$ cat src/rtl/cmd_receiver.sv
// SUMP-style command byte receiver: short (1-byte) and long (opcode + 4 LSB-first
// argument bytes) commands, with an inter-byte idle timeout on long commands.
module cmd_receiver #(
    parameter logic [31:0] TIMEOUT = 32'd100000
) (
    input  logic        sys_clk,
    input  logic        sys_rst,
    input  logic        rx_valid,
    input  logic [7:0]  rx_data,
    output logic        rx_ready,
    output logic [7:0]  opcode,
    output logic [31:0] config_data,
    output logic        execute,
    output logic        timeout,
    output logic [1:0]  fsm_state
);

    // Handshake: a byte transfers on a rising edge where rx_valid && rx_ready;
    // rx_data is don't-care otherwise. rx_ready is low only in the EXEC bubble.
    typedef enum logic [1:0] {
        IDLE = 2'd0,
        ARGS = 2'd1,
        EXEC = 2'd2
    } state_t;

    state_t      state_q, state_d;
    logic [7:0]  shadow_op_q, shadow_op_d;
    logic [31:0] shadow_arg_q, shadow_arg_d;
    logic [1:0]  cnt_q, cnt_d;
    logic [31:0] timer_q, timer_d;
    logic [7:0]  opcode_d;
    logic [31:0] config_d;
    logic        execute_d, timeout_d, rx_ready_d;
    logic        accept;

    assign accept    = rx_valid && rx_ready;
    assign fsm_state = state_q;

    always_ff @(posedge sys_clk) begin
        if (sys_rst) begin
            state_q      <= IDLE;
            shadow_op_q  <= 8'h00;
            shadow_arg_q <= 32'h0;
            cnt_q        <= 2'd0;
            timer_q      <= 32'd0;
            opcode       <= 8'h00;
            config_data  <= 32'h0;
            execute      <= 1'b0;
            timeout      <= 1'b0;
            rx_ready     <= 1'b1;
        end else begin
            state_q      <= state_d;
            shadow_op_q  <= shadow_op_d;
            shadow_arg_q <= shadow_arg_d;
            cnt_q        <= cnt_d;
            timer_q      <= timer_d;
            opcode       <= opcode_d;
            config_data  <= config_d;
            execute      <= execute_d;
            timeout      <= timeout_d;
            rx_ready     <= rx_ready_d;
        end
    end

    always_comb begin
        state_d      = state_q;
        shadow_op_d  = shadow_op_q;
        shadow_arg_d = shadow_arg_q;
        cnt_d        = cnt_q;
        timer_d      = timer_q;
        opcode_d     = opcode;
        config_d     = config_data;
        execute_d    = 1'b0;
        timeout_d    = 1'b0;
        case (state_q)
            IDLE: begin
                if (accept) begin
                    shadow_op_d = rx_data;
                    if (!rx_data[7]) begin
                        shadow_arg_d = 32'h0;
                        state_d      = EXEC;
                    end else begin
                        cnt_d   = 2'd0;
                        timer_d = 32'd0;
                        state_d = ARGS;
                    end
                end
            end
            ARGS: begin
                // An accepted byte takes priority over an expiring timer.
                if (accept) begin
                    shadow_arg_d[{cnt_q, 3'b000} +: 8] = rx_data;
                    cnt_d   = cnt_q + 2'd1;
                    timer_d = 32'd0;
                    if (cnt_q == 2'd3) begin
                        state_d = EXEC;
                    end
                end else if (timer_q == TIMEOUT - 32'd1) begin
                    state_d      = IDLE;
                    timeout_d    = 1'b1;
                    shadow_op_d  = 8'h00;
                    shadow_arg_d = 32'h0;
                end else begin
                    timer_d = timer_q + 32'd1;
                end
            end
            EXEC: begin
                state_d = IDLE;
            end
            default: begin
                state_d = IDLE;
            end
        endcase
        // Outputs load from the shadow values being written on the edge entering EXEC.
        if (state_d == EXEC) begin
            execute_d = 1'b1;
            opcode_d  = shadow_op_d;
            config_d  = shadow_arg_d;
        end
        rx_ready_d = (state_d != EXEC);
    end

endmodule
$ cat config.mk
export PLATFORM = sky130hd
export DESIGN_NAME = cmd_receiver
export DESIGN_NICKNAME = d
export VERILOG_FILES = /design/src/rtl/cmd_receiver.sv
export SDC_FILE = /design/constraint.sdc
export NUM_CORES = 1
export LEC_CHECK = 0
export CAP_MARGIN = 0
export CORE_UTILIZATION = 60
export DETAILED_ROUTE_END_ITERATION = 8
export GPL_TIMING_DRIVEN = 0
export HOLD_SLACK_MARGIN = 0.03
export PLACE_DENSITY = 0.84
export SLEW_MARGIN = 30
export SYNTH_ARGS = -nofsm -noshare
export SYNTH_HDL_FRONTEND = slang
export SYNTH_SLANG_ARGS = --single-unit
$ cat constraint.sdc
create_clock -name sys_clk -period 3.88 [get_ports sys_clk]
set_input_delay 1.164 -clock sys_clk [delete_from_list [all_inputs] [get_ports sys_clk]]
set_output_delay 1.164 -clock sys_clk [all_outputs]
set_load 0.01 [all_outputs]
==> flow_metrics.py <==
metrics = {
    "run_status": {
        "status": "completed",
    },
    "cts": {
        "cts-resized-gates": 0,
        "clk_latency_ns": 0.52,
        "cts_buffers": 17,
        "clk_root_buffer_cell": "clkbuf_8",
        "htreeDepth": 4,
        "clockBufferDepth": 2,
        "post_cts_buffers": 0,
        "path_clk_slew_ns": 0.06,
        "cts_tree": "yes",
        "cts_hold_buffers": 0,
        "cts.sinks": 119,
    },
    "global_route": {
        "overflow": 0,
        "antenna_found_initial": 0,
        "grt_pass1_wl_um": 22600,
        "grt_pass1_vias": 4679,
        "track_usage_pct": 33.0,
        "grt_max_degree": 17,
    },
    "routing": {
        "post_drt_wl_per_cell_um": 18.4,
        "num_vias": 4849,
        "post_drt_via_cell_ratio": 6.26,
        "drt_iter0_drc": 400,
        "postRouteAntennaNets": 0,
        "dr.pass1.iters": 5,
        "drc": 0,
        "wirelength_um": 14300,
    },
    "place": {
        "post-dp-hpwl_um": 9450,
        "gp_congestion": 0.997,
        "port-buffer-count": 51,
        "post-place-ws_ns": 0.315,
    },
    "timing": {
        "rsz0062_at_grt": "no",
        "tightest_slew_ns": 0.796,
        "setup_violations": 0,
        "clock_skew_ns": 0.00678,
        "worst_slack_ns": 0.705,
        "finalHoldViolCount": 0,
        "fin_crit_sh_pct": 81.8,
        "setup_tns_ns": 0,
        "slew_headroom_pct": 46.6,
        "drv_slew": 0,
        "finalCriticalPeriod_ns": 3.17,
        "fmax_mhz": 315,
    },
    "critical_path": {
        "cp_cell_sequence": "clkdlybuf4s50_1 -> and2_1 -> clkbuf_1 -> clkbuf_1 -> nand2b_1 -> nor2_1 -> o221ai_1 -> a21oi_1",
        "max_stage_delay_ns": 0.56,
        "crit_path_start": "rx_valid",
        "worstSetupPathType": "input port to flop",
        "reg2reg_to": "timer_q[7]$_SDFFE_PP0P_",
        "required_ns": 4.32,
        "r2r_start": "timer_q[0]$_SDFFE_PP0P_",
        "cp-end-kind": "flop",
        "startpoint_type": "input port",
        "cpMostUsedCell": "clkbuf_1",
        "crit_fanout": 10,
        "rr_worst_depth": 8,
        "r2r_slack_ns": 1.12,
        "slowest_stage": "clkdlybuf4s50_1",
        "critical_path.top_delay_family": "buffers and inverters",
        "arrival_ns": 3.61,
        "cp_num_buf_inv": 3,
    },
    "min_path": {
        "hold_depth": 2,
        "hp-class": "flop to flop",
        "hold-path-endpoint": "config_data[5]$_SDFFE_PP0N_",
        "min_from": "config_data[5]$_SDFFE_PP0N_",
    },
    "finish": {
        "final_core_util_pct": 77.8,
        "mostFrequentLayoutCells": "dfxtp_1, nor2_1, clkdlybuf4s50_1, a21oi_1, nand2_1",
        "final_common_cell": "dfxtp_1",
        "drive_gt1_share_pct": 7.76,
        "fin_nets": 675,
        "syn_to_final_growth_pct": 24.7,
        "n_antenna_cell": 0,
    },
    "synth": {
        "yosysTopAreaCell": "dfxtp_1",
        "synth_cell_types": 60,
        "yosys_warnings": 0,
        "synthArstFlopShare_pct": 0,
        "synth_edf_count": 0,
        "syn_nets": 605,
        "ys_ff_latch": 119,
        "synth_top_area_share_pct": 46.3,
        "syn_area_per_cell_um2": 8.77,
        "synth_seq_area_share_pct": 46.3,
        "synth_area_leaders": "dfxtp_1, nor2_1, a22o_1",
        "syn_area_um2": 5150,
        "synthFlopType": "dfxtp_1",
        "synthCells": 587,
    },
    "power_and_ir_drop": {
        "clockPowerShare_pct": 52.1,
        "swShare_pct": 25.3,
        "peakVddDrop_uv": 383,
        "power_frac_comb_pct": 8.5,
        "p_per_area_nw_per_um2": 503,
        "power_frac_seq_pct": 39.4,
        "internal_power_mw": 2.41,
        "power.leakage_nw": 2.31,
        "p_sw_mw": 0.816,
    },
    "die": {
        "dieArea_um2": 8960,
        "die_x_um": 94.6,
        "start_util_pct": 62.4,
        "core_um2": 8260,
        "io_pins": 56,
        "rows": 33,
        "die_h_um": 94.6,
    },
    "job": {
        "maxCapViolations": 0,
    },
}
[power by group through the flow]
stage / Clock [mW] / Combinational [mW] / Sequential, mW
2_1_floorplan: 0 / 0.151 / 1.30
3_3_place_gp: 0 / 0.259 / 1.30
3_5_place_dp: 0 / 0.264 / 1.30
4_1_cts: 1.68 / 0.269 / 1.27
5_1_grt: 1.75 / 0.296 / 1.28
6_report: 1.68 / 0.274 / 1.27
[cell families after synthesis]
family,synth area share [%]
AOI/OAI and AO/OA,23.9
buffers and inverters,3.52
muxes,0.194
and+or+nand+nor,20.7
DFF,46.3
xor gates and xnor gates,3.74
adders and majority gates,1.70
[state kept, by name, indices dropped and copies added, names as in the netlist]
name          count
timeout           1
timer_q          32
cnt_q             2
config_data      32
rx_ready          1
shadow_arg_q     32
execute           1
opcode            8
fsm_state         2
shadow_op_q       8
[worst max-delay path by stage]
stage,end,slack [ns],cells past startpoint
finish,opcode[3]$_SDFFE_PP0N_,0.71,8
global route,opcode[3]$_SDFFE_PP0N_,0.55,8
CTS,opcode[3]$_SDFFE_PP0N_,0.79,8
detailed placement,shadow_op_q[3]$_SDFF_PP0_,0.31,7
global placement,config_data[16]$_SDFFE_PP0N_,0.41,9
floorplan,timer_q[10]$_SDFFE_PP0P_,1.19,8
[layer usage]
layer | global-route usage (%) | vias up | wire length (um) | share of wire, %
li1 | - | 2275 | - | -
met1 | 38.3 | 2346 | 5820 | 41
met2 | 58.5 | 195 | 7210 | 51
met3 | 7.89 | 33 | 904 | 6.3
met4 | 12.6 | 0 | 343 | 2.4
met5 | 0 | - | 0 | 0
[worst reg2reg max path, delay by kind of cell, from the launching register on]
| family | cells | cell delay, ns |
|---|---|---|
| AOI/OAI and AO/OA | 2 | 0.75 |
| xor gates and xnor gates | 1 | 0.17 |
| adders and majority gates | 1 | 0.25 |
| buffers and inverters | 1 | 0.36 |
| DFF | 1 | 0.45 |
| and+or+nand+nor | 3 | 0.65 |
[final cells by class]
class,count,area [um2]
inverter,9,33.8
buffer,35,148
clock inverter,14,211
sequential,119,2380
tap,105,131
multi-input combinational,424,2590
clock buffer,18,418
fill,594,1840
timing repair buffer,51,510
[per-stage QoR]
step	hold slack (ns)	cell area, um2	power [mW]	cells
after floorplan	0.427	5150	1.46	587
after global placement	0.436	5790	1.56	743
after detailed placement	0.438	5790	1.56	743
after CTS	0.458	6420	3.23	775
after global routing	0.470	6420	3.32	775
final	0.455	6420	3.23	775
[synthesized netlist by cell type (3+ instances only)]
| library cell | count |
|---|---|
| xor2_1 | 5 |
| dfxtp_1 | 119 |
| a22oi_2 | 6 |
| o31ai_1 | 4 |
| buf_2 | 4 |
| a31oi_1 | 5 |
| inv_1 | 9 |
| and3_1 | 9 |
| nand2b_1 | 6 |
| nor3_1 | 9 |
| xnor2_1 | 17 |
| nand2_1 | 32 |
| a311oi_1 | 4 |
| nor4_1 | 7 |
| a21o_1 | 10 |
| a22oi_1 | 10 |
| nand4_1 | 9 |
| nor2_1 | 106 |
| or3_1 | 4 |
| nand3_1 | 26 |
| clkbuf_1 | 28 |
| a22o_1 | 25 |
| o21ai_1 | 3 |
| a21oi_1 | 43 |
| o221ai_1 | 5 |
| a211oi_1 | 21 |
| ha_1 | 7 |
| o21ai_0 | 13 |
(Power assumes the default switching activity.)
==> edit, RTL diff (same settings) <==
Make the reset (`sys_rst`) asynchronous in one clocked block.
--- a/src/rtl/cmd_receiver.sv
+++ b/src/rtl/cmd_receiver.sv
@@ -36,7 +36,7 @@
     assign accept    = rx_valid && rx_ready;
     assign fsm_state = state_q;
 
-    always_ff @(posedge sys_clk) begin
+    always_ff @(posedge sys_clk or posedge sys_rst) begin
         if (sys_rst) begin
             state_q      <= IDLE;
             shadow_op_q  <= 8'h00;
Check against the original RTL: differs if sys_rst is asserted again (counterexample within 4 cycles, from zero or initial values and one cycle with sys_rst high); with sys_rst held inactive, the same outputs for 4 cycles.
==> edit against the unedited design <==
Cell area rose by 13%; area after synthesis grew 14%; sequential share of layout area grew 3.9 points; sequential cell count did not move; setup slack better by 0.038 ns; routed wire length increased by 9.9%; die area grew 14%; register-to-register slack better by 0.28 ns.
Power is not compared: it rests on default switching activity, and its combinational part moved more than twofold at a synthesized area within 25%.
==> edit: results (changes against the unedited design) <==
Parameter                              Value

Run status
  Status    completed (unchanged)

Route
  Detailed Route Iter0 Violations    430 (was 400)
  Number of iterations in the first detailed-routing pass    7 (was 5)
  Wirelength per Cell    19.0 µm (was 18.4 µm)
  Ratio of routed vias to standard cells    6.36 (was 6.26)
  Post-detailed-routing wire length    15.7 mm (was 14.3 mm)

Placed design
  Cell Count Post-Placement    796 (was 743)
  HPWL after DPL    10.4 mm (was 9.45 mm)
  Weighted congestion at the end of routability-driven global placement    0.938 (was 0.997)
  Number of buffers added on ports    54 (was 51)

Yosys
  Most used standard cells in the synthesized netlist    118 x dfrtp_1, 105 x nand2_1, 51 x o21ai_0, 40 x nor2_1, 35 x a21oi_1 (was 119 x dfxtp_1, 106 x nor2_1, 43 x a21oi_1, 32 x nand2_1, 28 x clkbuf_1)
  Sequential-to-total area share from yosys stat    0.508 (was 0.463)
  Number of nets produced by synthesis    627 (was 605)
  Dominant cells by area after synthesis    dfrtp_1 50%, nand2_1 6.7%, o21ai_0 4.3%, a21oi_1 3.0%, mux2i_1 2.7% (was dfxtp_1 46%, nor2_1 7.7%, a22o_1 4.3%, a21oi_1 4.2%, a211oi_1 3.1%)
  Share of synthesized flip-flops with an asynchronous set or reset    1.00 (was 0)
  Count of mapped cells out of synthesis    609 (was 587)
  Number of unique standard cell types used by synthesis    64 (was 60)

Timing
  Final setup skew    0.00809 ns (was 0.00678 ns)
  Hold slack    0.506 ns (was 0.455 ns)
  Worst slew margin    0.316 (was 0.466)

Clocking
  Worst-skew pair later-pin latency    0.52 ns (about the same)

Critical path
  Slack of the worst reg-to-reg path    1.40 ns (was 1.12 ns)
  Arr. time, crit path    3.56 ns (was 3.61 ns)
  Reg-to-reg critical path startpoint    cnt_q[0]$_DFFE_PP0P_ (was timer_q[0]$_SDFFE_PP0P_)
  Depth of the worst register-to-register path    5 (was 8)

Final layout
  NumNets Final    704 (was 675)
  Fraction of final layout cells sized beyond drive strength 1    0.114 (was 0.0776)

Global routing
  Global-route wire length before repair    25.4 mm (was 22.6 mm)
  Number of global-route vias before repair    5134 (was 4679)
  GRT Total Usage    0.330 (about the same)
  Initial antenna violation count    0 (unchanged)

Worst hold path
  Min-delay src    shadow_arg_q[20]$_DFF_PP0_ (was config_data[5]$_SDFFE_PP0N_)
  Number of instances on the worst hold path    1 (was 2)
  Worst hold path endpoint    config_data[20]$_DFFE_PP0N_ (was config_data[5]$_SDFFE_PP0N_)

Floorplan
  Count of standard-cell rows    35 (was 33)
edit: worst max path at each step:
stage / from / to / slack [ns] / cells after the start
after floorplan: sys_rst / cnt_q[0]$_DFFE_PP0P_ / 1.26 / 1
after detailed placement: rx_data[7] / config_data[2]$_DFFE_PP0N_ / 0.41 / 7
final: rx_data[7] / config_data[6]$_DFFE_PP0N_ / 0.74 / 7
after CTS: rx_data[7] / config_data[6]$_DFFE_PP0N_ / 0.88 / 7
after global placement: sys_rst / shadow_arg_q[26]$_DFF_PP0_ / 0.18 / 2
after global routing: rx_data[7] / config_data[6]$_DFFE_PP0N_ / 0.67 / 7
edit: final cells by class:
type                       count  area, µm²
fill                         595       2110
multi-input combinational    446       2690
buffer                        34        176
clock buffer                  18        428
tap                          129        161
inverter                      10       41.3
sequential                   119       2980
timing repair buffer          58        621
clock inverter                14        165
edit: cell families (layout without fill, tap and decap cells):
family | count (synthesis) | count (layout) | synth area share
AO/OA/AOI/OAI | 149 | 149 | 0.154
buffers and inverters | 44 | 134 | 0.0365
flip-flops | 119 | 119 | 0.508
AND/OR/NAND/NOR | 271 | 271 | 0.255
XOR/XNOR | 3 | 3 | 0.00448
adder cells (fa/ha/maj) | 7 | 7 | 0.0149
multiplexers | 16 | 16 | 0.0273
edit: worst max-delay path, cell delays in order:
cell	delay [ns]
clkdlybuf4s50_1	0.53
clkbuf_1	0.51
nand2b_1	0.30
nand3_1	0.34
clkbuf_1	0.41
nand3_1	0.15
o211ai_1	0.14
edit: layer usage:
layer  vias up  part of all wire  GRT usage
met5         -                 0          0
met4         0             0.035      0.148
met3        67             0.081     0.0791
met2       274              0.47      0.507
met1      2548              0.42      0.446
li1       2376                 -          -
edit: metrics by stage:
stage               instance area (µm²)  setup slack [ns]
floorplan                          5870              1.26
global placement                   6570             0.181
detailed placement                 6660             0.414
CTS                                7250             0.878
global route                       7260             0.674
finish                             7260             0.744
edit: power groups by stage:
stage	clock network (mW)	registers [mW]	logic, mW
floorplan	0	1.76	0.745
global placement	0	1.71	1.34
detailed placement	0	1.73	1.40
CTS	1.57	1.71	1.43
global route	1.63	1.75	1.56
finish	1.56	1.72	1.44
